`config.mk`:
```
export PLATFORM = sky130hd
export DESIGN_NAME = alu_vector_sequencer_flat
export DESIGN_NICKNAME = d
export VERILOG_FILES = /design/src/rtl/alu_vector_sequencer_pkg.sv /design/src/rtl/alu_vector_sequencer_if.sv /design/src/rtl/alu_vector_sequencer_tick_gen.sv /design/src/rtl/alu_vector_sequencer.sv /design/src/flat_wrapper.sv
export SDC_FILE = /design/constraint.sdc
export NUM_CORES = 1
export LEC_CHECK = 0
export CAP_MARGIN = 20
export CORE_ASPECT_RATIO = 0.6
export CORE_MARGIN = 5
export CORE_UTILIZATION = 40
export CTS_BUF_LIST = sky130_fd_sc_hd__clkbuf_4 sky130_fd_sc_hd__clkbuf_8
export DETAILED_ROUTE_END_ITERATION = 16
export MAX_ROUTING_LAYER = met4
export PLACE_DENSITY = 0.64
export SETUP_SLACK_MARGIN = 0.1
export SYNTH_ARGS = -nofsm -noshare
export SYNTH_HDL_FRONTEND = slang
export SYNTH_SLANG_ARGS = --single-unit
```
`constraint.sdc`:
```
create_clock -name CLK100MHZ -period 8.25 [get_ports CLK100MHZ]
set_clock_uncertainty 0.2 [all_clocks]
set_input_delay 0.825 -clock CLK100MHZ [delete_from_list [all_inputs] [get_ports CLK100MHZ]]
set_output_delay 0.825 -clock CLK100MHZ [all_outputs]
set_load 0.02 [all_outputs]
```
`src/rtl/alu_vector_sequencer_pkg.sv`:
```
// Shared types for the ALU vector sequencer: ALU op codes and sequencer FSM states.
package alu_vector_sequencer_pkg;

   localparam int unsigned OpW = 2;

   typedef enum logic [OpW-1:0] {
      OpAdd = 2'b00,
      OpSub = 2'b01,
      OpAnd = 2'b10,
      OpOr  = 2'b11
   } alu_op_e;

   typedef enum logic [1:0] {
      StIdle  = 2'b00,
      StApply = 2'b01,
      StCheck = 2'b10,
      StDone  = 2'b11
   } state_e;

endpackage

```
`src/rtl/alu_vector_sequencer_if.sv`:
```
// Control, table-write, ALU and status signals of the sequencer.
// The master side is the sequencer; the slave side is the board, testbench or ALU.
interface alu_vector_sequencer_if #(
   parameter int unsigned Width = 8,
   parameter int unsigned AddrW = 2,
   parameter int unsigned ErrW  = 8
) ();
   import alu_vector_sequencer_pkg::*;

   logic             start;
   logic             loop_mode;
   logic             wr_en;
   logic [AddrW-1:0] wr_addr;
   logic [Width-1:0] wr_a;
   logic [Width-1:0] wr_b;
   logic [OpW-1:0]   wr_op;
   logic [Width-1:0] wr_exp_y;
   logic             wr_exp_c;
   logic [Width-1:0] alu_a;
   logic [Width-1:0] alu_b;
   logic [OpW-1:0]   alu_op;
   logic [Width-1:0] alu_y;
   logic             alu_carry;
   logic             busy;
   logic             done;
   logic             pass;
   logic [ErrW-1:0]  err_cnt;
   logic [AddrW-1:0] cur_idx;
   logic             led;

   modport master (
      input  start, loop_mode, wr_en, wr_addr, wr_a, wr_b, wr_op, wr_exp_y, wr_exp_c,
      input  alu_y, alu_carry,
      output alu_a, alu_b, alu_op, busy, done, pass, err_cnt, cur_idx, led
   );

   modport slave (
      output start, loop_mode, wr_en, wr_addr, wr_a, wr_b, wr_op, wr_exp_y, wr_exp_c,
      output alu_y, alu_carry,
      input  alu_a, alu_b, alu_op, busy, done, pass, err_cnt, cur_idx, led
   );

endinterface

```
`src/rtl/alu_vector_sequencer_tick_gen.sv`:
```
// Clock-enable generator: one-cycle tick every DIV cycles of CLK100MHZ.
module alu_vector_sequencer_tick_gen #(
   parameter int unsigned DIV = 10
) (
   input  logic CLK100MHZ,
   input  logic rst,
   output logic tick_o
);

   localparam int unsigned CW = (DIV > 1) ? $clog2(DIV) : 1;
   localparam logic [CW-1:0] LastCnt = CW'(DIV - 1);

   logic [CW-1:0] cnt_q, cnt_d;

   always_comb begin
      cnt_d = cnt_q + 1'b1;
      if (cnt_q == LastCnt) cnt_d = '0;
   end

   always_ff @(posedge CLK100MHZ or posedge rst) begin
      if (rst) cnt_q <= '0;
      else     cnt_q <= cnt_d;
   end

   assign tick_o = (cnt_q == LastCnt);

endmodule

```
`src/rtl/alu_vector_sequencer.sv`:
```
// Steps through a loadable table of ALU vectors at the tick rate, drives an external ALU
// and counts mismatches between its y/carry and the expected values.
module alu_vector_sequencer
   import alu_vector_sequencer_pkg::*;
#(
   parameter int unsigned WIDTH = 8,
   parameter int unsigned DEPTH = 4,
   parameter int unsigned DIV   = 10,
   parameter int unsigned EW    = 8
) (
   input  logic                   CLK100MHZ,
   input  logic                   rst,
   alu_vector_sequencer_if.master bus
);

   localparam int unsigned AW   = $clog2(DEPTH);
   localparam int unsigned EntW = 3 * WIDTH + OpW + 1;
   localparam logic [AW-1:0] LastIdx = AW'(DEPTH - 1);

   logic             tick;
   state_e           state_q;
   logic [WIDTH-1:0] alu_a_q, alu_b_q;
   logic [OpW-1:0]   alu_op_q;
   logic             busy_q, done_q, pass_q, led_q;
   logic [EW-1:0]    err_q, err_nxt;
   logic [AW-1:0]    idx_q;

   logic [EntW-1:0]  tbl_q [DEPTH];
   logic [WIDTH-1:0] rd_a, rd_b, rd_y;
   logic [OpW-1:0]   rd_op;
   logic             rd_c;
   logic             mismatch;

   alu_vector_sequencer_tick_gen #(
      .DIV (DIV)
   ) u_tick (
      .CLK100MHZ (CLK100MHZ),
      .rst       (rst),
      .tick_o    (tick)
   );

   // Table contents survive reset so a board reset does not force a reload.
   always_ff @(posedge CLK100MHZ) begin
      if (bus.wr_en && !busy_q) begin
         tbl_q[bus.wr_addr] <= {bus.wr_a, bus.wr_b, bus.wr_op, bus.wr_exp_y, bus.wr_exp_c};
      end
   end

   assign {rd_a, rd_b, rd_op, rd_y, rd_c} = tbl_q[idx_q];

   always_comb begin
      mismatch = ({bus.alu_y, bus.alu_carry} != {rd_y, rd_c});
      err_nxt  = err_q;
      if (mismatch && (err_q != '1)) err_nxt = err_q + 1'b1;
   end

   always_ff @(posedge CLK100MHZ or posedge rst) begin
      if (rst) begin
         state_q  <= StIdle;
         alu_a_q  <= '0;
         alu_b_q  <= '0;
         alu_op_q <= '0;
         busy_q   <= 1'b0;
         done_q   <= 1'b0;
         pass_q   <= 1'b0;
         led_q    <= 1'b0;
         err_q    <= '0;
         idx_q    <= '0;
      end else begin
         if (tick && busy_q) led_q <= ~led_q;
         unique case (state_q)
            StIdle, StDone: begin
               if (bus.start) begin
                  err_q   <= '0;
                  idx_q   <= '0;
                  done_q  <= 1'b0;
                  pass_q  <= 1'b0;
                  busy_q  <= 1'b1;
                  state_q <= StApply;
               end
            end
            StApply: begin
               if (tick) begin
                  alu_a_q  <= rd_a;
                  alu_b_q  <= rd_b;
                  alu_op_q <= rd_op;
                  state_q  <= StCheck;
               end
            end
            StCheck: begin
               if (tick) begin
                  err_q <= err_nxt;
                  if (idx_q != LastIdx) begin
                     idx_q   <= idx_q + 1'b1;
                     state_q <= StApply;
                  end else if (bus.loop_mode) begin
                     idx_q   <= '0;
                     state_q <= StApply;
                  end else begin
                     busy_q  <= 1'b0;
                     done_q  <= 1'b1;
                     // Includes a mismatch counted on this final check.
                     pass_q  <= (err_nxt == '0);
                     state_q <= StDone;
                  end
               end
            end
            default: state_q <= StIdle;
         endcase
      end
   end

   assign bus.alu_a   = alu_a_q;
   assign bus.alu_b   = alu_b_q;
   assign bus.alu_op  = alu_op_q;
   assign bus.busy    = busy_q;
   assign bus.done    = done_q;
   assign bus.pass    = pass_q;
   assign bus.err_cnt = err_q;
   assign bus.cur_idx = idx_q;
   assign bus.led     = busy_q ? led_q : pass_q;

endmodule

```
`src/flat_wrapper.sv`:
```
// flat-port wrapper written by rule: the top's interface ports become plain ports
module alu_vector_sequencer_flat import alu_vector_sequencer_pkg::*;
#(
   parameter int unsigned WIDTH = 8,
   parameter int unsigned DEPTH = 4,
   parameter int unsigned DIV   = 10,
   parameter int unsigned EW    = 8
)
  (CLK100MHZ, rst, bus_start, bus_loop_mode, bus_wr_en, bus_wr_addr, bus_wr_a, bus_wr_b, bus_wr_op, bus_wr_exp_y, bus_wr_exp_c, bus_alu_y, bus_alu_carry, bus_alu_a, bus_alu_b, bus_alu_op, bus_busy, bus_done, bus_pass, bus_err_cnt, bus_cur_idx, bus_led);
  alu_vector_sequencer_if #(.Width(WIDTH), .AddrW((2)), .ErrW(8)) bus_i ();
  input  logic CLK100MHZ;
  input  logic rst;
  input wire logic [$bits(bus_i.start)-1:0] bus_start;
  input wire logic [$bits(bus_i.loop_mode)-1:0] bus_loop_mode;
  input wire logic [$bits(bus_i.wr_en)-1:0] bus_wr_en;
  input wire logic [$bits(bus_i.wr_addr)-1:0] bus_wr_addr;
  input wire logic [$bits(bus_i.wr_a)-1:0] bus_wr_a;
  input wire logic [$bits(bus_i.wr_b)-1:0] bus_wr_b;
  input wire logic [$bits(bus_i.wr_op)-1:0] bus_wr_op;
  input wire logic [$bits(bus_i.wr_exp_y)-1:0] bus_wr_exp_y;
  input wire logic [$bits(bus_i.wr_exp_c)-1:0] bus_wr_exp_c;
  input wire logic [$bits(bus_i.alu_y)-1:0] bus_alu_y;
  input wire logic [$bits(bus_i.alu_carry)-1:0] bus_alu_carry;
  output wire logic [$bits(bus_i.alu_a)-1:0] bus_alu_a;
  output wire logic [$bits(bus_i.alu_b)-1:0] bus_alu_b;
  output wire logic [$bits(bus_i.alu_op)-1:0] bus_alu_op;
  output wire logic [$bits(bus_i.busy)-1:0] bus_busy;
  output wire logic [$bits(bus_i.done)-1:0] bus_done;
  output wire logic [$bits(bus_i.pass)-1:0] bus_pass;
  output wire logic [$bits(bus_i.err_cnt)-1:0] bus_err_cnt;
  output wire logic [$bits(bus_i.cur_idx)-1:0] bus_cur_idx;
  output wire logic [$bits(bus_i.led)-1:0] bus_led;
  assign bus_i.start = bus_start;
  assign bus_i.loop_mode = bus_loop_mode;
  assign bus_i.wr_en = bus_wr_en;
  assign bus_i.wr_addr = bus_wr_addr;
  assign bus_i.wr_a = bus_wr_a;
  assign bus_i.wr_b = bus_wr_b;
  assign bus_i.wr_op = bus_wr_op;
  assign bus_i.wr_exp_y = bus_wr_exp_y;
  assign bus_i.wr_exp_c = bus_wr_exp_c;
  assign bus_i.alu_y = bus_alu_y;
  assign bus_i.alu_carry = bus_alu_carry;
  assign bus_alu_a = bus_i.alu_a;
  assign bus_alu_b = bus_i.alu_b;
  assign bus_alu_op = bus_i.alu_op;
  assign bus_busy = bus_i.busy;
  assign bus_done = bus_i.done;
  assign bus_pass = bus_i.pass;
  assign bus_err_cnt = bus_i.err_cnt;
  assign bus_cur_idx = bus_i.cur_idx;
  assign bus_led = bus_i.led;
  alu_vector_sequencer #(.WIDTH(WIDTH), .DEPTH(DEPTH), .DIV(DIV), .EW(EW)) u_core (.CLK100MHZ(CLK100MHZ), .rst(rst), .bus(bus_i));
endmodule
```
After elaboration in Yosys (flattened, before gate mapping). Memories as Yosys holds them, arrays and structs flattened. Cells that the tools add are included.

Add/subtract/negate cells: 3. $mul: 0. Div/mod/pow operators: 0. Order comparisons: 0. Equal/unequal tests: 13. Shift-type cells: 0. Muxes and demuxes: 33. Bitwise operators: 1. Reduce and logical (&&, ||, !) cells: 13.

Operators by type and width (count): 8-bit two-way mux (3); 2-bit two-way mux (9); 8-bit one-hot mux with 2 select lines (1); 1-bit two-way mux (14); 9-bit != test (1); 8-bit by 1-bit adder with 8-bit output, second input constant (1); 8-bit logical NOT (1); 2-bit != test, second input constant (4); 8-bit != test, second input constant (1); 1-bit one-hot mux with 2 select lines (3); 2-bit one-hot mux with 3 select lines (1); 3-bit AND reduction (2); 5-bit AND reduction (1); 4-bit by 1-bit adder with 4-bit output, second input constant (1); 2-bit equality test, second input constant (2); 4-bit equality test, second input constant (1); 4-bit two-way mux (1); 2-bit by 1-bit != test with 1-bit output, second input constant (2); 2-bit one-hot mux with 2 select lines (1); 4-bit AND reduction (1); 1-bit logical AND (3); 3-bit by 2-bit != test with 1-bit output, second input constant (1); 2-bit by 1-bit adder with 2-bit output, second input constant (1); 2-bit by 1-bit equality test with 1-bit output, second input constant (1); other kinds (6) (6).

Register bits: 38. Bits in latches: 0. RAM bits: 108. Bits in read-only memories: 0. Logic and storage cells: 75. Memories kept: 1.

Memories: u_core.tbl_q (words 4, bits a word 27, read ports 1, clocked after Yosys merged registers in 0, write ports 1, line alu_vector_sequencer.sv:28) `logic [EntW-1:0] tbl_q [DEPTH];`.

Logic depth before layout (Yosys ltp). An unclocked memory read counts as a cell.

Word-level depth: 9. Mapped depth: 10.

By module. From an unflattened synthesis, not the netlist that was laid out.

Cells, all modules: 337. Area, all modules: 5968.2 µm².

Modules (own cells, without submodules): alu_vector_sequencer (instances 1, cells an instance 321, area an instance 5793.1 µm², sequential area each 4093.9 µm²); alu_vector_sequencer_tick_gen (instances 1, cells an instance 16, area an instance 175.2 µm², sequential area each 100.1 µm²).

Least setup slack after synthesis. OpenSTA, ideal clock, no wires.

Path kind: input port to flip-flop. Start: input port bus_wr_en. End: memory u_core.tbl_q[0][0] (netlist name), enable pin. Arrival time: 3082 ps. Required time: 7599 ps. Path slack: 4517 ps. Stages on the path: 2. Path through: nor2b_1 > nor3b_1.

Longest elaborated chain between the ends: 3.

RTL lines: from (decl) (line flat_wrapper.sv:15) `input wire logic [$bits(bus_i.wr_en)-1:0] bus_wr_en;`; 1-bit logical AND (line alu_vector_sequencer.sv:44) `if (bus.wr_en && !busy_q) begin`; 1-bit two-way mux (line alu_vector_sequencer.sv:44); 1-bit two-way mux (not written as such) (line alu_vector_sequencer.sv:45) `tbl_q[bus.wr_addr] <= {bus.wr_a, bus.wr_b, bus.wr_op, bus.wr_exp_y, bus.wr_exp_c};`; to (decl) (line alu_vector_sequencer.sv:28).

Every way passes these cells.

Worst setup path after layout.
Start: register u_core.idx_q[0], in the netlist u_core.bus.cur_idx[0]. End: register u_core.pass_q, in the netlist u_core.bus.pass.

Longest elaborated chain between the ends: 9. Elaborated cells on any way between the ends: 12. Those cells by class: 3 x eq/ne; 5 x mux; 3 x reduce/logical; 1 x memory.

RTL lines: from (decl) (line alu_vector_sequencer.sv:26) `logic [AW-1:0] idx_q;`; from (signal assigned) (line alu_vector_sequencer.sv:94) `idx_q <= idx_q + 1'b1;`; memory read 4 x 27 bit; 9-bit != test (line alu_vector_sequencer.sv:52) `mismatch = ({bus.alu_y, bus.alu_carry} != {rd_y, rd_c});`; 1-bit logical AND (line alu_vector_sequencer.sv:54) `if (mismatch && (err_q != '1)) err_nxt = err_q + 1'b1;`; 8-bit two-way mux (line alu_vector_sequencer.sv:54); 8-bit logical NOT (line alu_vector_sequencer.sv:103) `pass_q <= (err_nxt == '0);`; 1-bit two-way mux (line alu_vector_sequencer.sv:96) `end else if (bus.loop_mode) begin`; 1-bit two-way mux (line alu_vector_sequencer.sv:93) `if (idx_q != LastIdx) begin`; 1-bit two-way mux (line alu_vector_sequencer.sv:91) `if (tick) begin`; 1-bit one-hot mux with 2 select lines (line alu_vector_sequencer.sv:71) `unique case (state_q)`; to (signal assigned) (line alu_vector_sequencer.sv:103); to (decl) (line alu_vector_sequencer.sv:24) `logic busy_q, done_q, pass_q, led_q;`.

Parallel ways exist; a longest one is shown, timed or not. The select of a mux whose other input is x is not followed. A chain may end at the register's enable or synchronous reset.

==> run summary <==
status: finished clean
drt first pass iters: 5
Arr. time, crit path: 3.84 ns
worst slack, placed: 4.46 ns
Avg Inst Size Synth: 17.3 um2
Synth Cell Area: 5920 um2
IO Count: 75
ANT cells: 0
DRT iter0 DRCs: 256
gr ovfl total: 0
Final Max Tran Viols: 0
register area: 4200 um2
min-delay worst type: reg2reg
Synth area leaders: edfxtp_1 (55%), dfrtp_1 (16%), mux4_2 (9.1%)
clk slew on worst S/H paths: 0.08 ns
drt drc: 0
VDD IR max: 118 uV
fin worst setup slack: 4.53 ns
# resized after CTS: 0
RSZ-0062 raised after global routing: no
Synth area leader: edfxtp_1
H-tree Lvls: 4
first-pass GRT wire length: 19.4 mm
relative slew slack: 31.5%
Worst Path Class, Setup: reg2reg
clk buf depth: 2
Worst Path Max Fanout: 31
core area: 14500 um2
Area growth syn-to-layout: 22.4%
post-layout minimum cycle time: 3.72 ns
cts hold-fix bufs: 0
drt total wl: 12.0 mm
sequential fraction of the synthesis area: 70.9%
WP data required: 8.37 ns
maximum number of pins on one net before global-route repair: 39
final setup fails: 0
Site Rows: 34
initial core utilization: 40.8%
share of layout cells above drive strength 1: 19.9%
GP Congestion: 0.823
post-synth net total: 389
area taken by multi-input logic gates: 1660 um2
register bit total from synthesis: 146
crit end category: flip-flop
dpl hpwl: 7.68 mm
worst stage delay on the critical path: 1.03 ns
Clock Sinks: 146
endpoints failing hold: 0
Final ANT Viol Nets: 0
Inserted Clock Buffers: 17
Die X: 167 um
CTS tree: yes
Leakage Power: 2.47 nW
final period utilization: 45.1%
PwrDens: 266 nW/um2
Total Nets Final: 473
Yosys top cell area share: 54.8%
Least-Margin Pin Slew: 1.02 ns
Avg WL per Cell: 18.9 um
Post-Route Setup TNS: 0 ns
post-DR vias/cell: 5.17
Crit-path slowest cell: dfrtp_2
CP startpoint kind: flip-flop
crit-path cells: mux4_1, xor2_1, nor4_2, o21ai_1, o21ai_0, o21ba_2, o22ai_2, o31ai_2
GRT Total Usage: 14.8%
top_reg_cell synth: edfxtp_1
YS warnings: 0
post-CTS setup buffer count: 0
vias in the first global route: 3539
Die Footprint: 17400 um2
max_cap viols: 0
I/O Buffers: 74
Clock Latency Late Sink: 0.42 ns
routed vias: 3290
synth unique cells: 46
EDFF count, synth: 108
max frequency: 269 MHz
initial antenna violation count: 0
fraction of registers with async set/reset: 26.0%
cell count after synthesis: 341
filler cell count: 1203
root buf cell: clkbuf_8
Die Ht: 104 um
[flip-flops by register name, indices dropped and copies added, names as in the netlist]
signal	count
u_core.bus.alu_b	8
u_core.bus.busy	1
u_core.tbl_q	108
u_core.bus.pass	1
u_core.bus.alu_a	8
u_core.led_q	1
u_core.state_q	2
u_core.bus.done	1
u_core.bus.err_cnt	8
u_core.u_tick.cnt_q	4
u_core.bus.alu_op	2
u_core.bus.cur_idx	2
[through the flow]
stage	utilization (%)	instance area [um2]	hold WS [ns]	std cells	power [W]
floorplan	-	5920	0.240	341	0.00124
global placement	47.5	6880	0.255	604	0.00143
detailed placement	47.5	6880	0.277	604	0.00144
CTS	49.9	7240	0.286	636	0.00195
global route	49.9	7240	0.327	636	0.00202
finish	49.9	7240	0.281	636	0.00192
[worst max-delay path: cells and delay by family (launching register included)]
| family | cells | cell delay [ns] |
|---|---|---|
| AO/OA/AOI/OAI | 5 | 1.26 |
| AND/OR/NAND/NOR | 1 | 0.30 |
| multiplexers | 1 | 0.67 |
| flip-flops | 1 | 1.03 |
| XOR/XNOR | 1 | 0.16 |
[synth_stat cells, types with 2 or more instances]
library cell / count
edfxtp_1: 108
dfrtp_1: 38
nand2_1: 28
mux4_2: 24
mux2_2: 20
o21ai_0: 16
nor2_1: 11
inv_1: 7
xnor2_1: 7
mux2i_1: 6
nor3_1: 6
xor2_1: 6
a21oi_1: 5
ha_1: 5
buf_1: 4
clkbuf_1: 4
nor2b_1: 4
a22o_1: 3
and3_1: 3
o31ai_1: 3
a31oi_1: 2
and2_1: 2
buf_6: 2
nand2b_1: 2
nand3_1: 2
nand4_1: 2
o21a_1: 2
[cell usage in the layout, fill, tap and decap left out, types with 3 or more instances in the layout]
cell,n
a22o_1,3
clkbuf_8,17
mux2_2,20
mux4_2,24
edfxtp_1,108
inv_1,6
xnor2_1,7
nand2_1,28
dfrtp_1,36
mux2i_1,6
clkbuf_4,4
nor2_1,9
xor2_1,6
clkdlybuf4s50_1,74
clkinvlp_4,4
and3_1,3
o21ai_0,16
o31ai_1,3
a21oi_1,5
nor2b_1,4
nor3_1,6
clkinv_1,3
ha_1,5
[per-layer routing]
layer	global-route usage, %	part of all wire (%)	up-vias
met5	-	0	-
met4	4.20	0.42	0
met3	4.29	6.0	7
met2	21.2	45	110
met1	20.8	49	1684
li1	-	-	1489
[kinds of logic (layout without fill, tap and decap cells)]
kind of cell | after synthesis | in the layout | share of synthesized area, %
buf+inv | 18 | 115 | 1.42
fa+ha+maj | 5 | 5 | 1.06
flops | 146 | 146 | 70.9
xor+xnor | 13 | 13 | 1.92
mux | 51 | 51 | 14.4
simple gates | 66 | 66 | 5.35
compound gates | 42 | 42 | 4.95
[power by group]
part	switching [W]	total, W	internal, W
Clock	0.000256	0.000503	0.000247
Sequential	0.0000821	0.000927	0.000845
Combinational	0.000220	0.000493	0.000273
[worst paths after layout]
| kind | startpoint | slack, ns | to | depth (start not counted) |
|---|---|---|---|---|
| worst min-delay path | u_core.led_q | 0.28 | u_core.led_q | 1 |
| worst min register to register | u_core.led_q | 0.28 | u_core.led_q | 1 |
| max in group asynchronous | rst | 6.53 | u_core.bus.cur_idx[1] | 2 |
| worst max-delay path | u_core.bus.cur_idx[0] | 4.53 | u_core.bus.pass | 8 |
| worst max register to register | u_core.bus.cur_idx[0] | 4.53 | u_core.bus.pass | 8 |
| min in group asynchronous | rst | 0.71 | u_core.bus.err_cnt[1] | 2 |
[layout make-up]
type                            count  area share [%]
Clock buffer                       21            3.65
Sequential cell                   146            58.0
Multi-Input combinational cell    177            22.9
Clock inverter                     11            1.24
Inverter                            7           0.363
Timing Repair Buffer               76            10.4
Tap cell                          198            3.42
No activity file was read; power rests on OpenSTA's default activity.
